--- config.mk ---
export PLATFORM = sky130hd
export DESIGN_NAME = alu_arbiter
export DESIGN_NICKNAME = d
export VERILOG_FILES = /design/src/rtl/alu_arbiter.sv
export SDC_FILE = /design/constraint.sdc
export NUM_CORES = 1
export LEC_CHECK = 0
export ABC_CLOCK_PERIOD_IN_PS = 1850
export CAP_MARGIN = 20
export CORE_MARGIN = 2
export CORE_UTILIZATION = 34
export CTS_CLUSTER_DIAMETER = 50
export DETAILED_ROUTE_END_ITERATION = 10
export HOLD_SLACK_MARGIN = 0.08
export PLACE_DENSITY = 0.82
export REMOVE_ABC_BUFFERS = 1
export SYNTH_ARGS = -nofsm -noshare
export SYNTH_HDL_FRONTEND = slang
export SYNTH_SLANG_ARGS = --single-unit
--- constraint.sdc ---
create_clock -name clk -period 1.85 [get_ports clk]
set_input_delay 0.185 -clock clk [delete_from_list [all_inputs] [get_ports clk]]
set_output_delay 0.185 -clock clk [all_outputs]
set_load 0.005 [all_outputs]
--- src/rtl/alu_arbiter.sv ---
// -----------------------------------------------------------------------------
// alu_arbiter
//
// Shares one combinational ALU among NUM_REQ requesters. Each requester offers
// an operand/opcode transaction on a valid/ready channel. At most one is granted
// per cycle. The granted operands drive the ALU, and the result is captured with
// the requester index into a one-entry response register. The response leaves
// on a valid/ready channel.
//
// Configuration macro:
//   ALU_ARB_FIXED_PRIO_EN  defined   -> fixed priority (lowest index wins,
//                                       pointer held at 0)
//                          undefined -> round-robin starting at ptr (default)
//
// Ports:
//   clk        clock, rising edge
//   rst        synchronous active-high reset
//   req_valid  per-requester transaction pending
//   req_ready  per-requester accept strobe (one-hot or zero)
//   req_a      packed operand a, requester i at [i*DATA_W +: DATA_W]
//   req_b      packed operand b, same packing
//   req_op     packed opcode,   requester i at [i*OP_W +: OP_W]
//   alu_a      operand a to the ALU (zero when nothing is granted)
//   alu_b      operand b to the ALU (zero when nothing is granted)
//   alu_op     opcode to the ALU    (zero when nothing is granted)
//   alu_out    ALU result
//   alu_c      ALU carry
//   rsp_valid  response register holds a result
//   rsp_ready  consumer accepts the response
//   rsp_out    registered result
//   rsp_c      registered carry
//   rsp_id     index of the requester that produced the response
// -----------------------------------------------------------------------------
module alu_arbiter #(
   parameter int NUM_REQ = 4,
   parameter int DATA_W  = 8,
   parameter int OP_W    = 3,
   parameter int ID_W    = $clog2(NUM_REQ)
) (
   input  logic                      clk,
   input  logic                      rst,
   input  logic [NUM_REQ-1:0]        req_valid,
   output logic [NUM_REQ-1:0]        req_ready,
   input  logic [NUM_REQ*DATA_W-1:0] req_a,
   input  logic [NUM_REQ*DATA_W-1:0] req_b,
   input  logic [NUM_REQ*OP_W-1:0]   req_op,
   output logic [DATA_W-1:0]         alu_a,
   output logic [DATA_W-1:0]         alu_b,
   output logic [OP_W-1:0]           alu_op,
   input  logic [DATA_W-1:0]         alu_out,
   input  logic                      alu_c,
   output logic                      rsp_valid,
   input  logic                      rsp_ready,
   output logic [DATA_W-1:0]         rsp_out,
   output logic                      rsp_c,
   output logic [ID_W-1:0]           rsp_id
);

   typedef enum logic [0:0] {
      EMPTY = 1'b0,
      FULL  = 1'b1
   } state_t;

   state_t              state;
   state_t              state_next;
   logic [ID_W-1:0]     ptr;
   logic [ID_W-1:0]     ptr_next;
   logic                issue_en;
   logic [NUM_REQ-1:0]  hi_req;
   logic [NUM_REQ-1:0]  cand;
   logic [NUM_REQ-1:0]  grant_vec;
   logic [ID_W-1:0]     grant_idx;
   logic                grant_any;

   // Issue is possible when the response slot is empty or is being drained now.
   always_comb begin
      issue_en = 1'b0;
      if (rst) begin
         issue_en = 1'b0;
      end else if (state == EMPTY) begin
         issue_en = 1'b1;
      end else if (rsp_ready) begin
         issue_en = 1'b1;
      end else begin
         issue_en = 1'b0;
      end
   end

   // Requests at or above the pointer; these win over the wrapped-around ones.
   always_comb begin
      hi_req = '0;
      for (int i = 0; i < NUM_REQ; i++) begin
         if (i >= int'(ptr)) begin
            hi_req[i] = req_valid[i];
         end else begin
            hi_req[i] = 1'b0;
         end
      end
   end

   // Circular search from ptr: lowest set bit of the upper half if any,
   // otherwise lowest set bit overall (the wrap). Isolating the lowest set bit
   // gives the one-hot grant directly.
   always_comb begin
      cand      = (|hi_req) ? hi_req : req_valid;
      grant_idx = '0;
      for (int i = NUM_REQ - 1; i >= 0; i--) begin
         grant_idx = cand[i] ? ID_W'(i) : grant_idx;
      end
      grant_any = issue_en & (|req_valid);
      if (grant_any) begin
         grant_vec = cand & (~cand + NUM_REQ'(1));
      end else begin
         grant_vec = '0;
      end
   end

   assign req_ready = grant_vec;

   // Operand mux; the grant is one-hot or zero, so an AND-OR mux is exact and
   // yields zero when nothing is granted.
   always_comb begin
      alu_a  = '0;
      alu_b  = '0;
      alu_op = '0;
      for (int i = 0; i < NUM_REQ; i++) begin
         alu_a  = alu_a  | ({DATA_W{grant_vec[i]}} & req_a[i*DATA_W +: DATA_W]);
         alu_b  = alu_b  | ({DATA_W{grant_vec[i]}} & req_b[i*DATA_W +: DATA_W]);
         alu_op = alu_op | ({OP_W{grant_vec[i]}}   & req_op[i*OP_W +: OP_W]);
      end
   end

   // Pointer advance target after a grant to grant_idx.
   always_comb begin
`ifdef ALU_ARB_FIXED_PRIO_EN
      // Fixed priority: search always starts at requester 0.
      ptr_next = '0;
`else
      if (grant_idx == ID_W'(NUM_REQ - 1)) begin
         ptr_next = '0;
      end else begin
         ptr_next = grant_idx + ID_W'(1);
      end
`endif
   end

   // Response-slot next state: a grant always fills; a drain without grant empties.
   always_comb begin
      state_next = state;
      case (state)
         EMPTY: begin
            if (grant_any) begin
               state_next = FULL;
            end else begin
               state_next = EMPTY;
            end
         end
         FULL: begin
            if (grant_any) begin
               state_next = FULL;
            end else if (rsp_ready) begin
               state_next = EMPTY;
            end else begin
               state_next = FULL;
            end
         end
         default: begin
            state_next = EMPTY;
         end
      endcase
   end

   // State, pointer and response registers.
   always_ff @(posedge clk) begin
      if (rst) begin
         state   <= EMPTY;
         ptr     <= '0;
         rsp_out <= '0;
         rsp_c   <= 1'b0;
         rsp_id  <= '0;
      end else begin
         state <= state_next;
         if (grant_any) begin
            rsp_out <= alu_out;
            rsp_c   <= alu_c;
            rsp_id  <= grant_idx;
            ptr     <= ptr_next;
         end else begin
            rsp_out <= rsp_out;
            rsp_c   <= rsp_c;
            rsp_id  <= rsp_id;
            ptr     <= ptr;
         end
      end
   end

   assign rsp_valid = (state == FULL);

endmodule
==> results of run 1 <==
-- worst max-delay path, stage by stage --
cell and delay (ns):
dlygate4sd2_1 0.41, o21ai_4 0.09, a32oi_4 0.26, buf_12 0.16, nand4_4 0.13, buf_12 0.17, buf_16 0.13, o221ai_4 0.15
buf_2 0.16
-- kinds of logic after synthesis --
group	Yosys count
AO/OA/AOI/OAI	28
buffers and inverters	43
flip-flops	14
multiplexers	19
AND/OR/NAND/NOR	88
-- sequential cells by signal, indices dropped and copies added, names as in the netlist --
name,cells
ptr,2
rsp_id,2
rsp_out,8
rsp_c,1
rsp_valid,1
-- metal layers --
metal	wire, um	GRT usage (%)	vias up	share of wire (%)
met2	3420	44.8	87	51
met3	592	4.83	6	8.9
met5	0	0	-	0
met1	2610	27.0	990	39
li1	-	-	1012	-
met4	46	4.94	0	0.69
-- where the power goes --
group / total, mW / switching, mW / internal [mW]
clock: 0.238 / 0.0949 / 0.143
sequential: 0.345 / 0.0164 / 0.329
combinational: 0.824 / 0.324 / 0.500
total: 1.41 / 0.435 / 0.972
-- worst max-delay path by stage --
stage	start	end	slack (ns)	cells after the start
finish	req_valid[3]	alu_b[7]	-0.19	9
global route	ptr[1]	alu_b[7]	-0.27	8
CTS	ptr[1]	alu_a[4]	-0.17	8
detailed placement	req_valid[3]	alu_a[4]	-0.68	7
global placement	req_valid[3]	alu_a[4]	-0.63	7
floorplan	ptr[1]	alu_a[0]	-0.70	4
-- per-stage QoR --
step | total power, mW | area, sq um | worst slack [ns]
finish | 1.41 | 3350 | -0.193
global route | 1.49 | 3350 | -0.267
CTS | 1.40 | 3310 | -0.171
detailed placement | 1.09 | 3050 | -0.679
global placement | 1.08 | 3050 | -0.631
floorplan | 0.625 | 1450 | -0.698
-- layout by cell type (no fill, tap or decap), drive strengths merged --
cell type      netlist  final
or2                  1      1
nand3               12     12
nor2b                2      2
o211ai               1      1
dfxtp               14     14
and3                 3      3
nor4                 1      1
clkdlybuf4s15        0      1
o2bb2ai              1      1
dlygate4sd2          0      5
nor3b               19     19
mux2i               19     19
nor2                 3      3
buf                 15     60
o31a                 1      1
nand4               20     20
nand2               22     22
and4b                1      1
and3b                1      1
clkdlybuf4s50        0     99
a21boi               1      1
inv                 23     23
and2                 1      1
clkbuf               5      4
a21bo                1      1
o21ai                1      1
a32oi                1      1
o221ai              19     19
nor3                 1      1
a21oi                2      2
or3                  1      1
-- layout make-up --
class | count | area, sq um
clock buffer | 3 | 41.3
fill | 354 | 1310
inverter | 23 | 86.3
multi-input combinational | 135 | 1210
sequential | 14 | 285
tap | 54 | 67.6
timing repair buffer | 166 | 1650
-- what timing repair did --
action,in CTS,in global routing
pin swaps,6,5
buffers inserted,8,1
gates resized for setup,120,12
gates cloned,4,0
setup endpoints to repair,25,24
==> impl_metrics.env, run 1 <==
export IMPL_start_kind="input port"
export IMPL_cts_buffers=3
export IMPL_cp_end_kind="primary output"
export IMPL_yosys_register_bits=14
export IMPL_grt_pass1_wl_mm=10.1
export IMPL_rr_endpoint="ptr[1]"
export IMPL_synth_commonest_cells="inv_1 (23), nand2_1 (22)"
export IMPL_synthMuxAreaShare_pct=11.7
export IMPL_power_leakage_nw=1.45
export IMPL_dp_hpwl_mm=4.62
export IMPL_fin_crit_sh_pct=110
export IMPL_synth_yosys_warnings=0
export IMPL_final_layout_size_suffix_gt1_share_pct=31.4
export IMPL_synth_most_common_cell="inv_1"
export IMPL_syn_area_sq_mm=0.00163
export IMPL_peakVddDrop_mv=0.486
export IMPL_max_cap_violations=0
export IMPL_finalSetupViolations=21
export IMPL_hold_viol=0
export IMPL_fmax_ghz=0.489
export IMPL_avgViaCountPerCell=5.30
export IMPL_dp_cells=380
export IMPL_cts_sinks=14
export IMPL_tightest_slew_ns=0.336
export IMPL_finalNetCount=435
export IMPL_seq_area_frac_synth_pct=17.2
export IMPL_clkLatencyLatePin_ns=0.24
export IMPL_synth_xor_area_share_pct=0
export IMPL_worstSetupPathType="in2out"
export IMPL_rsz0062_at_grt="true"
export IMPL_dr_pass1_iters=4
export IMPL_drt_initial_drc_count=96
export IMPL_worst_r2r_cell_count=7
export IMPL_status="finished, violations left"
export IMPL_routabilityCongestion=0.775
export IMPL_wl_per_cell_um=16.9
export IMPL_synth_compound_area_share_pct=22.9
export IMPL_portBuffers=126
export IMPL_avgSynthCellArea_sq_um=8.49
export IMPL_cts_tree="yes"
export IMPL_ctsRootBufferMaster="clkbuf_8"
export IMPL_synth_top_family_by_area="simple AND/OR/NAND/NOR gates"
export IMPL_worst_slew_margin_rel_pct=77.4
export IMPL_fin_util_pct=71.8
export IMPL_wl_mm=6.66
export IMPL_hp_class="reg2reg"
export IMPL_hold_slack_ns=0.452
export IMPL_clock_skew_final_ns=0.00186
export IMPL_synth_top_area_cell="o221ai_2"
export IMPL_cp_arrival_ns=1.86
export IMPL_grt_max_degree=21
export IMPL_reg2reg_slack_ns=0.02
export IMPL_synthDistinctLibCells=34
export IMPL_fin_crit_ns=2.04
export IMPL_initial_core_util_pct=35.0
export IMPL_vias=2095
export IMPL_whs_path_depth=2
export IMPL_drv_slew=0
export IMPL_synthAdderAreaFrac_pct=0
export IMPL_min_from="rsp_id[1]"
export IMPL_setup_ws_ns=-0.193
export IMPL_num_rows=25
export IMPL_dieHeight_um=73.2
export IMPL_coreArea_sq_mm=0.00466
export IMPL_die_w_um=73.2
export IMPL_cp_required_ns=1.66
export IMPL_syn_inst=192
export IMPL_synth_top_cell_area_share_pct=17.5
export IMPL_synth_simple_area_share_pct=31.7
export IMPL_antenna_found_initial=0
export IMPL_ant_nets=0
export IMPL_route_detailed_drc=0
export IMPL_p_per_area_mw_per_mm2=421
export IMPL_crit_fanout=6
export IMPL_overflow=0
export IMPL_path_clk_slew_ns=0.05
export IMPL_setup_tns_ns=-3.18
export IMPL_grt_use_total_pct=23.7
export IMPL_final_cells=395
export IMPL_clockBufferDepth=2
export IMPL_diodes=0
export IMPL_ys_flop_type="dfxtp_1"
export IMPL_synth_edff_count=0
export IMPL_violations="setup timing"
export IMPL_hold_buffers=0
export IMPL_htree_levels=1
export IMPL_syn2layout_area_growth_pct=105
export IMPL_async_flop_share_pct=0
export IMPL_die_area_sq_mm=0.00536
export IMPL_synth_area_leaders="o221ai_2 (17%), dfxtp_1 (17%), mux2i_1 (12%), nor3b_1 (8.7%), nand4_1 (7.3%)"
export IMPL_grt_pass1_vias=2119
export IMPL_min_to="rsp_id[1]"
export IMPL_ios=127
export IMPL_r2r_start="ptr[1]"
Note: power is estimated with default switching activity, not from simulation.
==> run 2, diff against run 1 <==
ABC_CLOCK_PERIOD_IN_PS = 1800   (was 1850)
CORE_UTILIZATION = 31   (was 34)
PLACE_DENSITY = 0.79   (was 0.82)
clock period = 1.8 ns   (was 1.85 ns; I/O delays follow)
==> impl_metrics.env, run 2 (synthesis gave the netlist of run 1 again) <==
export IMPL_portBuffers=126
export IMPL_path_clk_slew_ns=0.05
export IMPL_reg_largest_list="rsp_out: 8 flops, ptr: 2 flops, rsp_id: 2 flops"
export IMPL_clockBufferDepth=2
export IMPL_status="finished, violations left"
export IMPL_violations="setup timing"
export IMPL_finalSetupViolations=21
export IMPL_wl_met1_mm=2.85
export IMPL_cp_end_kind="primary output"
export IMPL_wl_met2_mm=3.29
export IMPL_start_kind="flip-flop"
export IMPL_hp_class="in2reg"
export IMPL_worst_slew_margin_rel_pct=75.8
export IMPL_rsz0062_at_grt="true"
export IMPL_drv_slew=0
export IMPL_fin_crit_ns=2.02
export IMPL_diodes=0
export IMPL_die_w_um=76.5
export IMPL_pre_cts_slack_ns=-0.726
export IMPL_finalNetCount=441
export IMPL_cts_sinks=14
export IMPL_crit_fanout=6
export IMPL_max_cap_violations=0
export IMPL_syn2layout_area_growth_pct=108
export IMPL_fin_crit_sh_pct=112
export IMPL_dr_pass1_iters=4
export IMPL_dr_wl_met3_um=393
export IMPL_cts_buffers=3
export IMPL_largest_reg_flops=8
export IMPL_cts_tree="yes"
export IMPL_hold_buffers=0
export IMPL_p_per_area_mw_per_mm2=435
export IMPL_grt_max_degree=21
export IMPL_hold_viol=0
export IMPL_grt_pass1_vias=2177
export IMPL_clock_skew_final_ns=0.000742
export IMPL_final_layout_size_suffix_gt1_share_pct=33.4
export IMPL_highest_layer="met4"
export IMPL_grt_use_total_pct=22.8
export IMPL_place_area_sq_mm=0.00308
export IMPL_wl_mm=6.58
export IMPL_tightest_slew_ns=0.363
export IMPL_overflow=0
export IMPL_final_area_sq_mm=0.00338
export IMPL_top_register="rsp_out"
export IMPL_ctsRootBufferMaster="clkbuf_8"
export IMPL_clkLatencyLatePin_ns=0.24
export IMPL_ant_nets=0
export IMPL_final_cells=417
export IMPL_grt_pass1_wl_mm=11.0
export IMPL_setup_ws_ns=-0.217
export IMPL_drt_initial_drc_count=41
export IMPL_dieHeight_um=76.5
export IMPL_dp_cells=397
export IMPL_peakVddDrop_mv=0.441
export IMPL_initial_core_util_pct=31.9
export IMPL_cp_arrival_ns=1.84
export IMPL_cp_required_ns=1.62
export IMPL_route_detailed_drc=0
export IMPL_ios=127
export IMPL_dp_hpwl_mm=4.72
export IMPL_worstSetupPathType="reg2out"
export IMPL_mostFrequentLayoutCell="clkdlybuf4s50_1"
export IMPL_final_cell_mix="clkdlybuf4s50_1 (98), buf_4 (26), inv_1 (23)"
export IMPL_power_leakage_nw=1.47
export IMPL_wl_per_cell_um=15.8
export IMPL_num_fill_cells=423
export IMPL_fmax_ghz=0.496
export IMPL_avgViaCountPerCell=5.02
export IMPL_coreArea_sq_mm=0.00511
export IMPL_htree_levels=1
export IMPL_num_rows=26
export IMPL_die_area_sq_mm=0.00586
export IMPL_routabilityCongestion=0.865
export IMPL_vias=2095
export IMPL_antenna_found_initial=0
[run 2: path summary, 6_finish.rpt]
check / from / to / slack (ns) / cells after the start
worst min register to register: rsp_out[1] / rsp_out[1] / 0.45 / 2
worst max register to register: rsp_valid / ptr[1] / 0.13 / 6
worst min-delay path: rst / rsp_id[1] / 0.34 / 3
worst max-delay path: ptr[1] / alu_b[6] / -0.22 / 8
[run 2: layout make-up]
type	instances	area [sq um]	share of cell area [%]
Timing Repair Buffer	172	1690	49.9
Multi-Input combinational cell	135	1190	35.3
Sequential cell	14	285	8.43
Tap cell	70	87.6	2.59
Inverter	23	86.3	2.55
Clock buffer	3	41.3	1.22
[run 2: critical path: stages (launching register included)]
cell,delay (ns)
dfxtp_4,0.39
o21ai_4,0.07
a32oi_4,0.24
buf_12,0.15
nand4_4,0.13
buf_12,0.18
buf_6,0.12
o221ai_2,0.16
buf_2,0.15
[run 2: routing by layer]
metal,track usage (%),up-vias
li1,-,1023
met1,29.2,977
met2,40.5,91
met3,2.96,4
met4,5.09,0
met5,0,-
[run 2: power by group]
group | total (mW) | internal [mW] | switching (mW)
clock | 0.246 | 0.148 | 0.0988
sequential | 0.356 | 0.338 | 0.0174
combinational | 0.871 | 0.544 | 0.328
[run 2: timing repair]
item,in CTS,in global routing
pin swaps,8,2
cloned,2,0
endpoints found under the setup margin,25,22
resized for setup,130,11
setup buffers,12,4
endpoints found under the hold margin,0,0
[run 2: per-stage QoR]
stage          hold slack, ns  total power [mW]  TNS (ns)  util, %
2_1_floorplan           0.249             0.642    -15.58        -
3_3_place_gp            0.438              1.11    -16.72     60.2
3_5_place_dp            0.444              1.12    -17.45     60.2
4_1_cts                 0.453              1.45     -3.14     65.2
5_1_grt                 0.350              1.56     -4.77     66.3
6_report                0.337              1.47     -3.28     66.3
